## src/rtl/wb_rr_arbiter.sv

```systemverilog
// Round-robin Wishbone B3 arbiter: NUM_MASTERS masters share one slave port.
// Optional bus watchdog built only when WB_ARB_TIMEOUT_EN is defined.
module wb_rr_arbiter #(
    parameter int NUM_MASTERS    = 4,
    parameter int AW             = 32,
    parameter int DW             = 32,
    parameter int TIMEOUT_CYCLES = 255
) (
    input  logic                          wb_clk,
    input  logic                          wb_rst_n,
    input  logic [NUM_MASTERS*AW-1:0]     m_adr_i,
    input  logic [NUM_MASTERS*DW-1:0]     m_dat_i,
    input  logic [NUM_MASTERS*DW/8-1:0]   m_sel_i,
    input  logic [NUM_MASTERS-1:0]        m_we_i,
    input  logic [NUM_MASTERS-1:0]        m_cyc_i,
    input  logic [NUM_MASTERS-1:0]        m_stb_i,
    input  logic [NUM_MASTERS*3-1:0]      m_cti_i,
    input  logic [NUM_MASTERS*2-1:0]      m_bte_i,
    output logic [DW-1:0]                 m_dat_o,
    output logic [NUM_MASTERS-1:0]        m_ack_o,
    output logic [NUM_MASTERS-1:0]        m_err_o,
    output logic [AW-1:0]                 s_adr_o,
    output logic [DW-1:0]                 s_dat_o,
    output logic [DW/8-1:0]               s_sel_o,
    output logic                          s_we_o,
    output logic                          s_cyc_o,
    output logic                          s_stb_o,
    output logic [2:0]                    s_cti_o,
    output logic [1:0]                    s_bte_o,
    input  logic [DW-1:0]                 s_dat_i,
    input  logic                          s_ack_i,
    input  logic                          s_err_i,
    output logic [NUM_MASTERS-1:0]        grant_o
);

    localparam int SW = DW / 8;
    localparam int LW = (NUM_MASTERS > 1) ? $clog2(NUM_MASTERS) : 1;

    typedef enum logic {
        ST_IDLE = 1'b0,
        ST_BUSY = 1'b1
    } state_t;

    state_t                 r_state;
    state_t                 w_state_nxt;
    logic [NUM_MASTERS-1:0] r_grant;
    logic [NUM_MASTERS-1:0] w_grant_nxt;
    logic [LW-1:0]          r_owner;
    logic [LW-1:0]          w_owner_nxt;
    logic [LW-1:0]          r_last;
    logic [LW-1:0]          w_last_nxt;
    logic [LW-1:0]          w_winner;
    logic                   w_found;
    logic                   w_busy;
    logic                   w_own_cyc;
    logic                   w_timeout;

    assign w_busy    = (r_state == ST_BUSY);
    assign w_own_cyc = m_cyc_i[r_owner];

    // Round-robin scan starting just after the previous owner
    always_comb begin : p_rr
        int v_idx;
        w_found  = 1'b0;
        w_winner = '0;
        v_idx    = 0;
        for (int i = 1; i <= NUM_MASTERS; i++) begin
            v_idx = (int'(r_last) + i) % NUM_MASTERS;
            if (!w_found && m_cyc_i[LW'(v_idx)]) begin
                w_found  = 1'b1;
                w_winner = LW'(v_idx);
            end
        end
    end

    // Owner-selected request path towards the slave
    always_comb begin
        s_adr_o = m_adr_i[r_owner*AW +: AW];
        s_dat_o = m_dat_i[r_owner*DW +: DW];
        s_sel_o = m_sel_i[r_owner*SW +: SW];
        s_we_o  = m_we_i[r_owner];
        s_cti_o = m_cti_i[r_owner*3 +: 3];
        s_bte_o = m_bte_i[r_owner*2 +: 2];
        s_cyc_o = w_busy && w_own_cyc && !w_timeout;
        s_stb_o = s_cyc_o && m_stb_i[r_owner];
    end

    // Slave responses reach the owner only; read data is broadcast
    always_comb begin
        m_dat_o = s_dat_i;
        m_ack_o = '0;
        m_err_o = '0;
        if (w_busy && !w_timeout && s_ack_i) begin
            m_ack_o = r_grant;
        end
        if (w_busy && (w_timeout || s_err_i)) begin
            m_err_o = r_grant;
        end
    end

    assign grant_o = r_grant;

    // Next-state: grant from idle, release when owner drops cyc
    always_comb begin
        w_state_nxt = r_state;
        w_grant_nxt = r_grant;
        w_owner_nxt = r_owner;
        w_last_nxt  = r_last;
        unique case (r_state)
            ST_IDLE: begin
                if (w_found) begin
                    w_state_nxt = ST_BUSY;
                    w_owner_nxt = w_winner;
                    w_grant_nxt = {{(NUM_MASTERS-1){1'b0}}, 1'b1} << w_winner;
                end
            end
            ST_BUSY: begin
                if (!w_own_cyc || w_timeout) begin
                    w_state_nxt = ST_IDLE;
                    w_last_nxt  = r_owner;
                    w_grant_nxt = '0;
                end
            end
        endcase
    end

    // State register; master 0 wins the first tie after reset
    always_ff @(posedge wb_clk) begin
        if (!wb_rst_n) begin
            r_state <= ST_IDLE;
            r_grant <= '0;
            r_owner <= '0;
            r_last  <= LW'(NUM_MASTERS - 1);
        end else begin
            r_state <= w_state_nxt;
            r_grant <= w_grant_nxt;
            r_owner <= w_owner_nxt;
            r_last  <= w_last_nxt;
        end
    end

`ifdef WB_ARB_TIMEOUT_EN
    localparam int WDW = $clog2(TIMEOUT_CYCLES + 1);

    logic [WDW-1:0] r_wd;

    assign w_timeout = w_busy && (r_wd == WDW'(TIMEOUT_CYCLES));

    // Watchdog: counts unacknowledged strobe cycles, saturating
    always_ff @(posedge wb_clk) begin
        if (!wb_rst_n) begin
            r_wd <= '0;
        end else if ((!w_busy && w_found) || s_ack_i) begin
            r_wd <= '0;
        end else if (s_stb_o && (r_wd != WDW'(TIMEOUT_CYCLES))) begin
            r_wd <= r_wd + 1'b1;
        end
    end
`else
    assign w_timeout = 1'b0;
`endif

endmodule
```

## config.mk

```make
export PLATFORM = sky130hd
export DESIGN_NAME = wb_rr_arbiter
export DESIGN_NICKNAME = d
export VERILOG_FILES = /design/src/rtl/wb_rr_arbiter.sv
export SDC_FILE = /design/constraint.sdc
export NUM_CORES = 1
export LEC_CHECK = 0
export CORE_AREA = 2 2 180 182
export DETAILED_ROUTE_END_ITERATION = 8
export DIE_AREA = 0 0 182 184
export HOLD_SLACK_MARGIN = 0.08
export SYNTH_ARGS = -nofsm -noshare
export SYNTH_HDL_FRONTEND = slang
export SYNTH_SLANG_ARGS = --single-unit
```

## constraint.sdc

```tcl
create_clock -name wb_clk -period 3.3 [get_ports wb_clk]
set_clock_uncertainty 0.1 [all_clocks]
set_input_delay 0.825 -clock wb_clk [delete_from_list [all_inputs] [get_ports wb_clk]]
set_output_delay 0.825 -clock wb_clk [all_outputs]
set_load 0.05 [all_outputs]
```

# ---- Word level (Yosys, flattened, before mapping)
# Index checks and enable logic that the tools add are counted.
dict set report word_totals {
  elab_cells 71
  inputBits 340
  regBits 9
  out_inout_bits 120
}
dict set report classes {
  multipliers 1
  order_cmp 5
  shifts 6
  mux 34
  n_addsub 4
  reduce_logical 13
  bitwise_logic 2
  eq_ne 2
}
# operator n
set op_table {}
lappend op_table {{variable part select 128 x 8 -> 32 bit} 2}
lappend op_table {{2-to-1 mux 1 bit} 17}
lappend op_table {{less-than comparator 2 x 4 -> 1 bit, second input constant} 4}
lappend op_table {{2-to-1 mux 4 bit} 4}
lappend op_table {{variable part select 16 x 5 -> 4 bit} 1}
lappend op_table {{binary-select mux 1 bit (select 2 bit)} 7}
lappend op_table {{variable part select 12 x 5 -> 3 bit} 1}
lappend op_table {{2-to-1 mux 2 bit} 4}
lappend op_table {{one-hot mux 4 bit (2 select lines)} 1}
lappend op_table {{variable part select 8 x 4 -> 2 bit} 1}
lappend op_table {{logical AND 1 bit} 7}
lappend op_table {{AND reduction 2 bit} 3}
lappend op_table {{adder 2 x 1 -> 2 bit, second input constant} 2}
lappend op_table {{adder 2 bit, second input constant} 2}
lappend op_table {{multiplier 2 x 2 -> 4 bit, second input constant} 1}
lappend op_table {{!= test 2 bit, second input constant} 2}
lappend op_table {{left shift 1 x 2 -> 4 bit, first input constant} 1}
lappend op_table {{logical NOT 1 bit} 3}
lappend op_table {{less-than comparator 2 x 3 -> 1 bit, second input constant} 1}
lappend op_table {{NOT 1 bit} 2}
lappend op_table {{one-hot mux 1 bit (2 select lines)} 1}

# ---- Depth between registers and ports, before layout
dict set report logic_depth {
  depth_word 17
  depth_mapped 6
  depth_no_buf 4
}

# ---- Worst setup path after synthesis
# OpenSTA, ideal clock, no wires.
dict set report synth_timing {
  path_type {input to output}
  from {input m_cyc_i[3]}
  to {output s_stb_o}
  setup_slack_ns 0.647
  arrival_time_ns 1.728
  path_buffers 1
  cell_stages 4
  required_time_ns 2.375
  path_cell_list {buf_2 mux2i_1 mux2i_1 and3_1}
}
dict set report synth_via {
  elab_chain_cells 4
}
# item line_no
set synth_rtl {}
lappend synth_rtl {{from (decl)} 15} ;# input logic [NUM_MASTERS-1:0] m_cyc_i,
lappend synth_rtl {{binary-select mux 1 bit (select 2 bit)} 59} ;# assign w_own_cyc = m_cyc_i[r_owner];
lappend synth_rtl {{2-to-1 mux 1 bit (implied by the code)} 59}
lappend synth_rtl {{logical AND 1 bit} 84} ;# s_cyc_o = w_busy && w_own_cyc && !w_timeout;
lappend synth_rtl {{logical AND 1 bit} 85} ;# s_stb_o = s_cyc_o && m_stb_i[r_owner];
lappend synth_rtl {{to (decl)} 27} ;# output logic s_stb_o,
# No other way between the ends. The select of a mux whose other input is x is not followed.

# ---- Worst setup path after layout
dict set report layout_timing {
  from {input m_stb_i[2]}
  to {output s_stb_o}
}
dict set report layout_via {
  elab_chain_cells 3
}
# item line_no
set layout_rtl {}
lappend layout_rtl {{from (decl)} 16} ;# input logic [NUM_MASTERS-1:0] m_stb_i,
lappend layout_rtl {{binary-select mux 1 bit (select 2 bit)} 85}
lappend layout_rtl {{2-to-1 mux 1 bit (implied by the code)} 85}
lappend layout_rtl {{logical AND 1 bit} 85}
# No other way between the ends. The select of a mux whose other input is x is not followed.

==> impl_summary.md <==
GRT
For met3 alone, demand over resource in global routing was 0.02813. met2 is the most crowded layer. The first global-routing pass estimated 23.79 mm of wire. The met1 track demand over resource is 0.1158.

The aggregate global-route resource usage is 0.09413. The routing usage on met2 is 0.1650. Entering global routing, the biggest net connects 48 pins.

The number of antenna violations at the first check in global routing is 2. The overflow left after global routing is 0. The via count of the first global-routing pass is 3,776.

Drt
Using the TritonRoute via totals, the vias-per-cell ratio works out to 3.660. The violation count after the first detailed-route iteration is 124. The count of nets left with antenna violations after detail routing is 0. The total DRC errors in the routed layout is 0. The total wire length is 17.63 mm.

The number of iterations in the first detailed-routing pass is 4. In the final routed layout, each cell accounts on average for 18.33 um. Detailed routing inserted a total of 3,521 vias.

Layout
Measured on the finished design, the core utilization comes to 0.2197. For this run, the post-layout net count is 900. The fraction of layout instances using a drive strength above 1 is 0.3309.

Fill cells in the final layout number 3,394. The finished cells cover 6898 um^2. The area growth from synthesis to layout is 152.8%.

Critical path
The largest single stage delay on the critical path is 510 ps. STA puts the critical path data required time at 2370 ps. Along the worst path, the maximum fanout reaches 1. The data arrival at the endpoint of the critical path is 2160 ps. The origin of the critical flop-to-flop path is r_owner[0]. The register-to-register setup slack is 1530 ps.

The total buffers and inverters traversed by the critical path is 2. Traced cell by cell, the critical path runs through clkdlybuf4s50_1 -> mux4_2 -> and3_1 -> buf_12. Broken down by cell family, the worst path's largest delay share belongs to buffers and inverters.

The terminus of the critical flop-to-flop path is grant_o[3]. The highest-delay cell along the critical path is sky130_fd_sc_hd__mux4_2. The worst setup path is of the input pin to primary output kind. The worst setup path is launched from an input pin. The path depth of the worst reg2reg path is 5. The endpoint class of the critical path is a primary output.

Clock tree
The number of hold-repair buffers added at the cts stage is 0. The clock-pin slew on the worst setup and hold paths is 40 ps. The setup fix buffers added after clock tree synthesis is 0. The total clock buffers created by CTS is 3. The clock sink total is 9. The clock network latency to the later pin of the worst-skew pair is 240 ps.

The clock passes through at most 2 buffers. TritonCTS built the clock tree. Gates resized during post-CTS repair numbered 0.

The tree is rooted in a sky130_fd_sc_hd__clkbuf_16. CTS built an H-tree with a depth of 1.

Min path
The path class of the tightest hold or removal check is register to register. The number of cells on the worst hold path is 1. The path with the worst hold slack has its endpoint at grant_o[1]. The startpoint of the lowest-slack hold path is grant_o[1].

STA
The tightest hold path in the finished design has a slack of 435.5 ps. The number of max-slew violations in the final report was 0. Setup repair after global routing left no endpoint under its margin. The worst slew margin relative to its limit is 0.6665. The share of the clock period used by the worst path after layout is 0.9357. For the final routed database, the setup TNS stands at 0 ps. The total setup violations reported at the end of the flow is 0. Static timing analysis puts the maximum clock frequency at 323.9 MHz. At the pin with the least slew margin, the transition time is 498.7 ps.

The smallest clock period supported by the final layout is computed as 3088 ps. The final count of hold timing violations is 0.

Floorplan
After floorplanning, the core was sized to cover 31,390 um^2. The effective utilization at floorplan is 0.08693. The total I/O pin count is 460. After floorplanning, the core was divided into 65 placement rows. In this run the vertical extent of the chip is 184 um.

The width of the die is 182 um. The floorplan step defined a die boundary enclosing 33,490 um^2.

Placement
The count of input and output buffers is 395. The routability-driven placement congestion ratio is 0.7553. The half-perimeter wire length after placement is 15.48 mm. The placed instances occupy a cell area of 6815 um^2.

Logic synthesis
Of the post-synthesis cell area, the dominant cell type holds 0.6190. The cell area that synthesis handed to floorplanning was 2729 um^2. The post-synth net total is 542.

The number of instances in the synthesized netlist is 202. The synthesized netlist contains 33 unique library cells. The top cell type by total area after synthesis is sky130_fd_sc_hd__mux4_2.

The average footprint of a synthesized cell is 13.51 um^2. Of all flip-flops after synthesis, the portion carrying an async set or reset was 0. The synthesized flop and latch total is 9. Counting instances in the post-synthesis netlist gives the leading cell types as sky130_fd_sc_hd__mux4_2, sky130_fd_sc_hd__buf_4, sky130_fd_sc_hd__and3_1, sky130_fd_sc_hd__dfxtp_1, sky130_fd_sc_hd__buf_2. The most common cell in the synthesized netlist is sky130_fd_sc_hd__mux4_2. Ranked by total cell area, the synthesized netlist is headed by sky130_fd_sc_hd__mux4_2, sky130_fd_sc_hd__buf_4, sky130_fd_sc_hd__dfxtp_1, sky130_fd_sc_hd__buf_12, sky130_fd_sc_hd__and3_1. The count of warnings emitted by yosys is 0. For this run, the register share of the synthesized area comes to 0.06602.

The number of enable-type register cells in the synthesized netlist is 0. For this run, the leading register cell type out of synthesis is sky130_fd_sc_hd__dfxtp_1.

Power
The net switching power of the design is 942.2 uW. The combinational group share of total power is 0.812. The share of total power dissipated in sequential elements is 0.079. IR analysis of the VDD net gives a maximum drop of 0.0001448 V. For this design the static power due to leakage is 0.002461 uW. Overall power consumption after layout is estimated at 2008 uW. The clock network power share is 0.109. The net switching share of the total power is 0.4692. Power spread over the standard cell area amounts to 291.1 nW/um^2. The internal power of the cells totals 1066 uW.

Outcome
The flow ran to the end, and the final reports show no timing, DRC or antenna violations.

Flow run
The tool flagged a number of max-cap violations equal to 0.
-- flip-flops by register name, summed over array words and instances, names as in the netlist --
signal	flops
grant_o	4
r_last	2
r_owner	2
r_state	1
-- per-stage QoR --
stage	std cells	worst slack [ps]
final	962	212.2
after global routing	962	165.6
after CTS	961	171.5
after detailed placement	957	171.5
after global placement	957	168.5
after floorplan	202	647.1
-- layout make-up --
cell class / instances / area [um^2] / area share
inverter: 4 / 15.01 / 0.002177
sequential: 9 / 187.7 / 0.02721
multi-input combinational: 134 / 2093 / 0.3035
antenna: 1 / 2.502 / 0.0003628
clock buffer: 3 / 75.07 / 0.01088
tap: 402 / 503.0 / 0.07292
clock inverter: 1 / 5.005 / 0.0007256
timing repair buffer: 408 / 4016 / 0.5823
-- layer usage --
metal / part of all wire / vias to the layer above
met5: 0.00074 / -
met4: 0.017 / 2
met3: 0.097 / 12
met2: 0.49 / 240
met1: 0.39 / 1707
li1: - / 1560
-- power by group through the flow --
stage	registers [uW]	clock network, uW	logic [uW]
finish	159	220	1630
global route	165	229	1700
CTS	162	221	1640
detailed placement	164	0	1640
global placement	164	0	1630
floorplan	139	0	1070
-- how the worst max path moves through the flow --
stage / startpoint / endpoint / slack (ps) / cells after the start
detailed placement: m_stb_i[2] / s_stb_o / 170 / 4
global placement: m_stb_i[2] / s_stb_o / 170 / 4
CTS: m_stb_i[2] / s_stb_o / 170 / 4
floorplan: m_cyc_i[3] / s_stb_o / 650 / 4
finish: m_stb_i[2] / s_stb_o / 210 / 4
global route: m_stb_i[2] / s_stb_o / 170 / 4
-- cell usage in the layout, fill, tap and decap left out, types with 2 or more instances in the layout --
master and instances:
sky130_fd_sc_hd__a211oi_1 2, sky130_fd_sc_hd__a21oi_1 4, sky130_fd_sc_hd__a32o_1 2, sky130_fd_sc_hd__and3_1 9
sky130_fd_sc_hd__buf_12 14, sky130_fd_sc_hd__buf_4 83, sky130_fd_sc_hd__clkbuf_16 3, sky130_fd_sc_hd__clkdlybuf4s50_1 311
sky130_fd_sc_hd__dfxtp_1 7, sky130_fd_sc_hd__dfxtp_4 2, sky130_fd_sc_hd__inv_1 4, sky130_fd_sc_hd__mux2i_1 4
sky130_fd_sc_hd__mux4_2 75, sky130_fd_sc_hd__nand2_1 5, sky130_fd_sc_hd__nand3_1 3, sky130_fd_sc_hd__nor2_1 7
sky130_fd_sc_hd__o211ai_1 2, sky130_fd_sc_hd__o22ai_1 6
-- cell families (layout without fill, tap and decap cells) --
| family | Yosys count | count (layout) | synth area share |
|---|---|---|---|
| other | 0 | 1 | 0 |
| buffers and inverters | 59 | 416 | 0.1669 |
| DFF | 9 | 9 | 0.06602 |
| muxes | 79 | 79 | 0.6337 |
| AOI/OAI and AO/OA | 25 | 25 | 0.07566 |
| and+or+nand+nor | 30 | 30 | 0.05778 |
(Power assumes the default switching activity.)
==> RTL edit 1 (same flow settings) <==
Set the parameter `AW` to 16 (it was 32).
--- a/src/rtl/wb_rr_arbiter.sv
+++ b/src/rtl/wb_rr_arbiter.sv
@@ -2,7 +2,7 @@
 // Optional bus watchdog built only when WB_ARB_TIMEOUT_EN is defined.
 module wb_rr_arbiter #(
     parameter int NUM_MASTERS    = 4,
-    parameter int AW             = 32,
+    parameter int AW             = 16,
     parameter int DW             = 32,
     parameter int TIMEOUT_CYCLES = 255
 ) (
Interface: changed (resized m_adr_i and s_adr_o); port bits go from 460 to 380. No check against the original RTL was run, so the function may have changed too.
==> RTL edit 1 against the unedited design <==
- cell area is 15% lower
- sequential cell count stayed put
- global-route usage is 0.81 points lower
- fmax is 0.82% lower
- synthesized area is 16% lower
- power is 13% lower
- setup slack worse by 0.026 ns
- utilization is 3.4 points lower
- routed wire length is 10% lower
- largest cell class unchanged
- highest routed layer unchanged
==> RTL edit 1: results <==
group,metric,value,unit
status,status,"finished clean",
grt,track_usage,0.0860,
logic_synthesis,synth_area_leaders,"mux4_2 58%, buf_4 13%, dfxtp_1 7.9%, and3_1 2.5%, mux2i_1 1.8%",
timing,worst_pin_slew,0.569,ns
cells_and_area,drive_above_1_share,0.340,
placed_design,placed_cells,865,
placed_design,post-place-ws,0.159,ns
route,drt_iter0_drc,73,
logic_synthesis,yosysSeqAreaShare,0.0790,
timing,holdWs,0.422,ns
grt,grt_pass1_wl,21300,um
critical_path,rrSetupSlack,1.58,ns
cells_and_area,antennaDiodeCount,0,
grt,grt_pass1_vias,3214,
cells_and_area,stdcell_count,869,
critical_path,cp.arrival,2.19,ns
placed_design,gp_congestion,0.770,
power_and_ir_drop,ir_drop,0.214,mV
logic_synthesis,syn_nets,458,
logic_synthesis,synth_common_cells,"59 x mux4_2, 38 x buf_4, 9 x and3_1, 9 x dfxtp_1, 8 x clkbuf_1",
logic_synthesis,syn_area_per_cell,12.5,um^2
grt,grt_max_degree,41,
critical_path,r2r_end,"r_state",
cells_and_area,finalNetCount,744,
cells_and_area,nFillCells,3446,
critical_path,worst-path-max-fanout,3,
placed_design,place_area,5770,um^2
==> RTL edit 1: cell types whose count changed in the layout (fill, tap and decap cells not counted), sizes merged <==
cell           change
clkbuf             +1
clkinv             -1
clkdlybuf4s50     -64
buf               -12
diode              -1
mux4              -16
==> RTL edit 1: worst max-delay path, cell delays in order <==
cell and delay, ns:
clkdlybuf4s50_1 0.42, mux2i_1 0.24, mux2i_1 0.17, buf_4 0.19, and3_1 0.19, buf_12 0.15
==> RTL edit 1: kinds of logic (layout without fill, tap and decap cells) <==
kind of cell | count (synthesis) | count (layout) | share of synthesized area
muxes | 63 | 63 | 0.600
buffers and inverters | 55 | 340 | 0.159
and+or+nand+nor | 30 | 30 | 0.0703
AOI/OAI and AO/OA | 25 | 25 | 0.0917
DFF | 9 | 9 | 0.0790
==> RTL edit 1: final cells by class <==
type | instances | share of cell area
repair buffers | 332 | 0.568
multi-input cells | 118 | 0.297
well taps | 402 | 0.0860
flip-flops and latches | 9 | 0.0321
clock buffers | 4 | 0.0135
inverters | 4 | 0.00257
==> RTL edit 1: stage by stage <==
| stage | utilization | total power [mW] |
|---|---|---|
| finish | 0.186 | 1.74 |
| global route | 0.186 | 1.82 |
| CTS | 0.186 | 1.77 |
| global placement | 0.184 | 1.54 |
| detailed placement | 0.184 | 1.54 |
| floorplan | - | 0.996 |
==> RTL edit 1: worst max-delay path by stage <==
stage                from      end  slack [ns]  cells past startpoint
3_5_place_dp   m_cyc_i[3]  s_stb_o        0.16                      6
6_report       m_cyc_i[3]  s_stb_o        0.19                      6
4_1_cts        m_cyc_i[3]  s_stb_o        0.16                      6
2_1_floorplan  m_cyc_i[3]  s_stb_o        0.64                      4
5_1_grt        m_cyc_i[3]  s_cyc_o        0.06                      7
3_3_place_gp   m_cyc_i[3]  s_cyc_o        0.19                      7
==> RTL edit 1: layer usage <==
layer,track usage,routed length [um],vias up
li1,-,-,1308
met1,0.108,6550,1464
met2,0.153,7760,193
met3,0.0250,1520,8
met4,0.00290,12,4
met5,0,32,-
==> RTL edit 1: power breakdown <==
part           total, mW  internal, mW  switching (mW)
clock network      0.220         0.162          0.0579
logic               1.36         0.658           0.704
registers          0.161         0.120          0.0417
total               1.74         0.939           0.804
==> RTL edit 2 (config.mk and constraints unchanged) <==
Without the edit above. Put a register stage on the output `m_err_o`, without a reset. The value now appears one clock later. The other outputs are not delayed to match.
--- a/src/rtl/wb_rr_arbiter.sv
+++ b/src/rtl/wb_rr_arbiter.sv
@@ -40,6 +40,8 @@
         ST_IDLE = 1'b0,
         ST_BUSY = 1'b1
     } state_t;
+
+    logic [NUM_MASTERS-1:0] m_err_d;
 
     state_t                 r_state;
     state_t                 w_state_nxt;
@@ -89,12 +91,12 @@
     always_comb begin
         m_dat_o = s_dat_i;
         m_ack_o = '0;
-        m_err_o = '0;
+        m_err_d = '0;
         if (w_busy && !w_timeout && s_ack_i) begin
             m_ack_o = r_grant;
         end
         if (w_busy && (w_timeout || s_err_i)) begin
-            m_err_o = r_grant;
+            m_err_d = r_grant;
         end
     end
 
@@ -160,4 +162,8 @@
     assign w_timeout = 1'b0;
 `endif
 
+    always_ff @(posedge wb_clk) begin
+        m_err_o <= m_err_d;
+    end
+
 endmodule
Formal check against the unedited RTL: not equivalent (a bounded check fails within 4 cycles, from zero or initial values and one cycle with wb_rst_n low).
==> RTL edit 2 against the unedited design <==
- routed wire length rose by 6.6%
- synthesized area increased by 1.4%
- fmax is 1.4% lower
- sequential cell count increased by 4
- setup slack got worse by 0.045 ns
- power up 5.6%
- hold slack got worse by 0.0089 ns
- non-clock buffer count stayed put
- cell area is 0.62% higher
- die area did not move
- critical path type unchanged
- critical endpoint is now s_cyc_o
==> RTL edit 2: results <==
group,metric,value,unit
timing,fmax,319,MHz
cells_and_area,nFillCells,3384,
route,vias,3589,
grt,antenna_found_initial,0,
critical_path,worst-path-max-fanout,3,
route,drt_iter0_drc,169,
grt,track_usage,0.102,
cells_and_area,antennaDiodeCount,0,
grt,grt_max_degree,40,
placed_design,gp_congestion,0.837,
placed_design,post-place-ws,0.132,ns
logic_synthesis,synth_common_cells,"75 x mux4_2, 34 x buf_4, 16 x buf_2",
logic_synthesis,async_flop_share,0,
critical_path,cp_slowest_cell,"clkdlybuf4s50_1",
timing,worst_pin_slew,0.520,ns
clocking,root_buffer,"clkbuf_16",
min_path,min_path_type,"reg -> reg",
status,status,"finished clean",
clocking,htree_levels,1,
critical_path,rrSetupSlack,1.62,ns
power_and_ir_drop,p_switching,0.996,mW
critical_path,slowest_delay,0.42,ns
grt,grt_pass1_wl,25500,um
critical_path,cp.arrival,2.21,ns
logic_synthesis,synthDistinctLibCells,35,
power_and_ir_drop,ir_drop,0.193,mV
clocking,cts_setup_buffers,0,
cells_and_area,drive_above_1_share,0.311,
logic_synthesis,synth_area_leaders,"mux4_2 61%, dfxtp_1 9.4%, buf_4 9.2%, buf_2 2.9%, and3_1 1.8%",
logic_synthesis,yosysSeqAreaShare,0.0940,
power_and_ir_drop,power.leakage,2.46,nW
grt,grt_pass1_vias,3813,
cells_and_area,finalNetCount,910,
logic_synthesis,syn_nets,555,
clocking,numCtsBuffers,3,
placed_design,hpwl,16300,um
route,wl,18800,um
-- RTL edit 2: layer usage --
layer,share of wire,track usage,wire [um]
met1,0.40,0.130,7590
met2,0.47,0.168,8900
met3,0.11,0.0374,2090
met4,0.012,0.0145,228
met5,0,0,0
-- RTL edit 2: power by group through the flow --
stage / clock network, mW / logic [mW] / registers, mW
after floorplan: 0 / 1.07 / 0.193
after global placement: 0 / 1.69 / 0.214
after detailed placement: 0 / 1.69 / 0.214
after CTS: 0.233 / 1.70 / 0.212
after global routing: 0.243 / 1.75 / 0.214
final: 0.230 / 1.68 / 0.208
-- RTL edit 2: logic make-up (layout without fill, tap and decap cells) --
family / Yosys count / count (layout) / share of synthesized area
simple gates: 33 / 33 / 0.0628
compound gates: 29 / 29 / 0.0787
mux: 78 / 78 / 0.622
buf+inv: 62 / 416 / 0.143
flops: 13 / 13 / 0.0940
-- RTL edit 2: cell type report --
type,instances,area share
Tap cell,402,0.0725
Multi-Input combinational cell,140,0.304
Sequential cell,13,0.0386
Clock buffer,4,0.0114
Timing Repair Buffer,408,0.571
Inverter,4,0.00216
-- RTL edit 2: per-stage QoR --
step / hold WS (ns) / cells / area (um^2)
2_1_floorplan: 0.475 / 215 / 2770
3_3_place_gp: 0.418 / 967 / 6860
4_1_cts: 0.424 / 971 / 6940
5_1_grt: 0.439 / 971 / 6940
6_report: 0.427 / 971 / 6940
3_5_place_dp: 0.411 / 967 / 6860
-- RTL edit 2: path summary, 6_finish.rpt --
| kind | endpoint | start | depth (start not counted) |
|---|---|---|---|
| setup / recovery | s_cyc_o | m_cyc_i[3] | 7 |
| hold / removal | m_err_o[1] | grant_o[1] | 1 |
| setup reg to reg | r_state | r_owner[1] | 5 |
| hold reg to reg | m_err_o[1] | grant_o[1] | 1 |
